$ cat config.mk
export PLATFORM = sky130hd
export DESIGN_NAME = rv32_wb_scoreboard
export DESIGN_NICKNAME = d
export VERILOG_FILES = /design/src/rtl/rv32_wb_scoreboard.sv
export SDC_FILE = /design/constraint.sdc
export NUM_CORES = 1
export LEC_CHECK = 0
export ABC_AREA = 0
export ABC_CLOCK_PERIOD_IN_PS = 4670
export BUFFER_PORTS_ARGS = -buffer_cell sky130_fd_sc_hd__buf_2
export CAP_MARGIN = 20
export CORE_MARGIN = 2
export CORE_UTILIZATION = 30
export CTS_CLUSTER_SIZE = 24
export DETAILED_ROUTE_END_ITERATION = 8
export GPL_TIMING_DRIVEN = 1
export PLACE_DENSITY_LB_ADDON = 0.1
export SYNTH_ARGS = -nofsm -noshare
export SYNTH_HDL_FRONTEND = slang
export SYNTH_SLANG_ARGS = --single-unit
$ cat constraint.sdc
create_clock -name clk -period 4.67 [get_ports clk]
set_input_delay 0.2335 -clock clk [delete_from_list [all_inputs] [get_ports clk]]
set_output_delay 0.2335 -clock clk [all_outputs]
set_load 0.03 [all_outputs]
$ cat src/rtl/rv32_wb_scoreboard.sv
// Writeback/hazard stage for the RV32E register file: ALU/load write-port merge,
// a 1-entry load skid buffer, and a per-register busy mask with an outstanding-load limit.
module rv32_wb_scoreboard #(
  parameter int XLEN            = 32,
  parameter int MAX_OUTSTANDING = 2
) (
  input  logic            clk,
  input  logic            rst_n,
  input  logic            iss_valid,
  output logic            iss_ready,
  input  logic [3:0]      iss_rs1,
  input  logic [3:0]      iss_rs2,
  input  logic            iss_use_rs1,
  input  logic            iss_use_rs2,
  input  logic [3:0]      iss_rd,
  input  logic            iss_is_load,
  input  logic            alu_wb_valid,
  input  logic [3:0]      alu_wb_rd,
  input  logic [XLEN-1:0] alu_wb_data,
  input  logic            ld_rsp_valid,
  output logic            ld_rsp_ready,
  input  logic [3:0]      ld_rsp_rd,
  input  logic [XLEN-1:0] ld_rsp_data,
  output logic [3:0]      rf_rd_addr,
  output logic [XLEN-1:0] rf_rd_data,
  output logic            rf_rd_we,
  output logic [15:0]     busy_mask
);

  localparam int CW = 3;

  logic            skid_valid;
  logic [3:0]      skid_rd;
  logic [XLEN-1:0] skid_data;
  logic [CW-1:0]   count;
  logic [15:0]     busy;

  logic            ld_fire;
  logic            cap_skid;
  logic            drain_skid;
  logic            commit;
  logic            issue_load;
  logic            dec;
  logic [3:0]      commit_rd;
  logic [15:0]     set_mask;
  logic [15:0]     clr_mask;

  assign ld_rsp_ready = !skid_valid;
  assign ld_fire      = ld_rsp_valid && !skid_valid;
  assign cap_skid     = ld_fire && alu_wb_valid;
  assign drain_skid   = skid_valid && !alu_wb_valid;
  assign commit       = drain_skid || (ld_fire && !alu_wb_valid);
  assign commit_rd    = skid_valid ? skid_rd : ld_rsp_rd;

  always_comb begin
    rf_rd_addr = '0;
    rf_rd_data = '0;
    rf_rd_we   = 1'b0;
    if (alu_wb_valid) begin
      rf_rd_addr = alu_wb_rd;
      rf_rd_data = alu_wb_data;
      rf_rd_we   = (alu_wb_rd != 4'd0);
    end else if (skid_valid) begin
      rf_rd_addr = skid_rd;
      rf_rd_data = skid_data;
      rf_rd_we   = (skid_rd != 4'd0);
    end else if (ld_fire) begin
      rf_rd_addr = ld_rsp_rd;
      rf_rd_data = ld_rsp_data;
      rf_rd_we   = (ld_rsp_rd != 4'd0);
    end
    // An ALU result presented during reset must not reach the file.
    if (!rst_n) rf_rd_we = 1'b0;
  end

  assign iss_ready = !(iss_use_rs1 && busy[iss_rs1]) &&
                     !(iss_use_rs2 && busy[iss_rs2]) &&
                     !((iss_rd != 4'd0) && busy[iss_rd]) &&
                     !(iss_is_load && (count == CW'(MAX_OUTSTANDING)));

  assign issue_load = iss_valid && iss_ready && iss_is_load;
  assign dec        = commit && (count != '0);
  assign set_mask   = (issue_load && (iss_rd != 4'd0)) ? (16'd1 << iss_rd) : 16'd0;
  assign clr_mask   = commit ? (16'd1 << commit_rd) : 16'd0;
  assign busy_mask  = busy;

  always_ff @(posedge clk or negedge rst_n) begin
    if (!rst_n) begin
      skid_valid <= 1'b0;
      skid_rd    <= '0;
      skid_data  <= '0;
    end else if (cap_skid) begin
      skid_valid <= 1'b1;
      skid_rd    <= ld_rsp_rd;
      skid_data  <= ld_rsp_data;
    end else if (drain_skid) begin
      skid_valid <= 1'b0;
    end
  end

  // Set is OR'd after the clear so a same-index set wins.
  always_ff @(posedge clk or negedge rst_n) begin
    if (!rst_n) begin
      busy  <= '0;
      count <= '0;
    end else begin
      busy <= ((busy & ~clr_mask) | set_mask) & 16'hFFFE;
      if (issue_load && !dec)      count <= count + CW'(1);
      else if (!issue_load && dec) count <= count - CW'(1);
    end
  end

endmodule
==> results.toml <==
[logic_synthesis]
synth_largest_area_cell = "dfrtp_1"
ys_async_sr_fraction_pct = 100
post_synth_main_area_contributors = "dfrtp_1, mux2_2, o21ai_0"
dominantRegCellSynth = "dfrtp_1"
yosysUniqueCellTypes = 46
ys_seq_elements = 55
yosys_warnings = 0
synth_cells = 398
syn_area_per_cell_sq_um = 9.13
synth.top_cell.area_share_pct = 37.9
synth.yosys.seq_area_share_pct = 37.9
syn-cell-area_sq_mm = 0.00363
synthesis.nets = 492
number_of_flops_mapped_to_enable_cells_by_yosys = 0

[clock_network]
holdBufCountCts = 0
cts_buffers = 5
numClockSinks = 55
cts_buffer_depth = 2
cts_tree = "built"
clk_transition_reported_paths_ns = 0.07
postCtsSetupBuffers = 0
root_buffer = "clkbuf_16"
total_number_of_h_tree_levels = 2
post_cts_resized = 0
worstSkewPairLatency_ns = 0.30

[critical_path]
startpoint_type = "flip-flop"
timing.critical_path.fanout_max = 17
end_kind = "flip-flop"
highest_cell_delay_on_the_worst_timing_path_ns = 0.50
type_of_the_setup_path_with_the_least_slack = "flip-flop to flip-flop"
crit_path_frequent_cell = "xor2_1"
arrival_time_of_data_at_the_critical_path_endpoint_ns = 3.46
cpLargestDelayFamily = "simple AND/OR/NAND/NOR gates"
worstPathCellList = "mux4_2 -> o2111ai_1 -> nand4_2 -> nor4b_1 -> ha_1 -> inv_1 -> fa_1 -> xor2_1 -> nor2_1 -> xor2_1"
worst_path_max_delay_cell = "nor4b_1"
path_buf_inv = 1
timing.critical_path.required_ns = 4.89

[placed_design]
dpl.hpwl_um = 7740
place_worst_setup_slack_ns = 1.37
gp_congestion = 0.849
dpl.cell_count = 662
placed_area_sq_mm = 0.00442
number_of_port_buffers = 145

[power_and_ir_drop]
p_comb_share_pct = 37.8
cellPowerDensity_mw_per_mm2 = 384
net-switching-power_w = 0.000691
p_sw_share_pct = 39.4
leakage_nw = 2.16
internal_power_w = 0.00106
peak_supply_drop_uv = 150
clock_power_share_pct = 21.7
portion_of_total_power_attributed_to_sequential_cells_pct = 40.5

[layout]
area_used_by_multi_input_combinational_logic_sq_mm = 0.00209
layout.core_utilization_pct = 38.3
post_route_design_area_sq_mm = 0.00456
ff_latch_area_sq_mm = 0.00138
fin_nets = 616
syn2layout_area_growth_pct = 25.4
n_fill_cell = 1252
stdcell_count = 670
num_antenna_cells = 0
layout-drive-gt1-share_pct = 39.8

[sta]
rsz_0062_raised_after_global_routing = "false"
hold_viol_final = 0
skew_ns = 0.00524
timing.max_slew.rel_slack_pct = 32.9
tightestPinTransition_ns = 1.01
fmaxAchievable_ghz = 0.309
final_period_minus_worst_setup_slack_ns = 3.23
final-max-slew-violation-count = 0
post-route-worst-setup-slack_ns = 1.44
setup-tns-final_ns = 0
finalCritPeriodShare_pct = 69.2
setup_viol_count_final = 0

[drt]
route.detailed.drc = 0
detailedRoute.firstIterationViolations = 154
route.antenna.remaining_nets = 0
route.detailed.wl_per_inst_um = 16.2
route.detailed.vias_per_inst = 5.22
first_pass_iters = 4
number_of_vias_after_detailed_routing = 3498
drt_wl_total_um = 10900

[job]
drv_cap = 0

[floorplanning]
fp.dieW_um = 114
row_count = 40
placeable_area_sq_mm = 0.0119
design.die.area_sq_mm = 0.0130
starting_density_of_the_core_pct = 30.5
chipHeight_um = 114
io_pins = 147

[grt]
antenna_found_initial = 0
grt_max_degree = 79
grt_use_total_pct = 16.8
grt_first_pass_wirelength_um = 17500
grt-ovfl-total = 0
grt_pass1_vias = 3385

[min_path]
hold_path.class = "primary input to asynchronous set/reset pin"

[status]
result_of_the_run = "complete, no violations"
==> metal layers <==
layer / track usage, % / vias to the layer above / routed length (um)
met1: 21.4 / 1665 / 4740
met3: 3.39 / 13 / 633
met5: 0 / - / 0
li1: - / 1715 / -
met4: 4.07 / 0 / 148
met2: 29.3 / 105 / 5360
==> path summary, 6_finish.rpt <==
check                                startpoint             to  slack (ns)  depth (start not counted)
worst min-delay path                      rst_n  skid_data[14]        0.08                          2
worst max register to register    busy_mask[12]       count[2]        1.44                         10
max in group asynchronous                 rst_n     skid_valid        4.03                          2
worst min register to register         count[2]       count[2]        0.50                          1
min in group clk                ld_rsp_data[10]  skid_data[10]        0.17                          2
worst max-delay path              busy_mask[12]       count[2]        1.44                         10
==> power groups by stage <==
stage	clock (W)	combinational [W]	sequential [W]
2_1_floorplan	0	0.000399	0.000760
3_3_place_gp	0	0.000666	0.000710
3_5_place_dp	0	0.000668	0.000720
4_1_cts	0.000393	0.000670	0.000710
5_1_grt	0.000413	0.000729	0.000729
6_report	0.000380	0.000662	0.000710
==> logic make-up after synthesis <==
kind of cell / synth area share (%)
AO/OA/AOI/OAI: 19.2
XOR/XNOR: 0.723
adder cells (fa/ha/maj): 0.895
buffers and inverters: 4.82
flip-flops: 37.9
multiplexers: 18.1
other: 0.103
AND/OR/NAND/NOR: 18.2
==> metrics by stage <==
stage / power [W] / hold WS [ns]
final: 0.00175 / 0.0796
after global routing: 0.00187 / 0.154
after CTS: 0.00177 / 0.123
after detailed placement: 0.00139 / 0.452
after global placement: 0.00138 / 0.439
after floorplan: 0.00116 / -0.0621
==> cell usage after synthesis, types with 2 or more instances <==
library cell	number
dfrtp_1	55
o21ai_0	53
nand2_1	48
mux2_2	43
a21oi_1	34
and3_1	31
clkbuf_1	22
o21ai_1	10
or4_1	10
nor2_1	8
nor2b_1	8
o41ai_1	7
inv_1	6
mux4_2	6
a22oi_1	4
buf_6	4
mux2i_1	4
nand2b_1	3
nand3_1	3
nor3_1	3
o2111ai_1	3
a221oi_1	2
buf_1	2
buf_2	2
nor3b_1	2
nor4b_1	2
o22a_1	2
or3_1	2
xor2_1	2
==> flip-flops by register name, indices dropped and copies added (netlist names) <==
register	flops
skid_rd	4
skid_valid	1
busy_mask	15
count	3
skid_data	32
==> cell type report <==
cell class	instances	area share, %
Inverter	6	0.494
Timing Repair Buffer	148	16.4
Clock inverter	3	0.329
Clock buffer	5	2.74
Tap cell	147	4.04
Multi-Input combinational cell	306	45.8
Sequential cell	55	30.2
==> cell usage in the layout (no fill, tap or decap), types with 3 or more instances in the layout <==
cell	Yosys	layout
nor2b_1	8	8
o2111ai_1	3	3
mux2i_1	4	4
clkbuf_16	0	5
a22oi_1	4	4
nor2_1	8	8
dfrtp_1	55	54
and3_1	31	31
mux2_2	43	43
mux4_2	6	6
inv_1	6	6
nand2_1	48	47
nand2b_1	3	3
or4_1	10	10
nor3_1	3	3
o21ai_0	53	53
buf_4	1	3
o41ai_1	7	7
a21oi_1	34	34
clkinv_2	0	3
o21ai_1	10	10
buf_2	2	145
nand3_1	3	3
==> worst register-to-register path, delay by kind of cell, from the launching register on <==
| family | cells | cell delay [ns] |
|---|---|---|
| adder cells (fa/ha/maj) | 2 | 0.63 |
| AO/OA/AOI/OAI | 1 | 0.25 |
| AND/OR/NAND/NOR | 3 | 1.02 |
| buffers and inverters | 1 | 0.06 |
| flip-flops | 1 | 0.44 |
| XOR/XNOR | 2 | 0.30 |
| multiplexers | 1 | 0.48 |
Note: power is estimated with default switching activity, not from simulation.
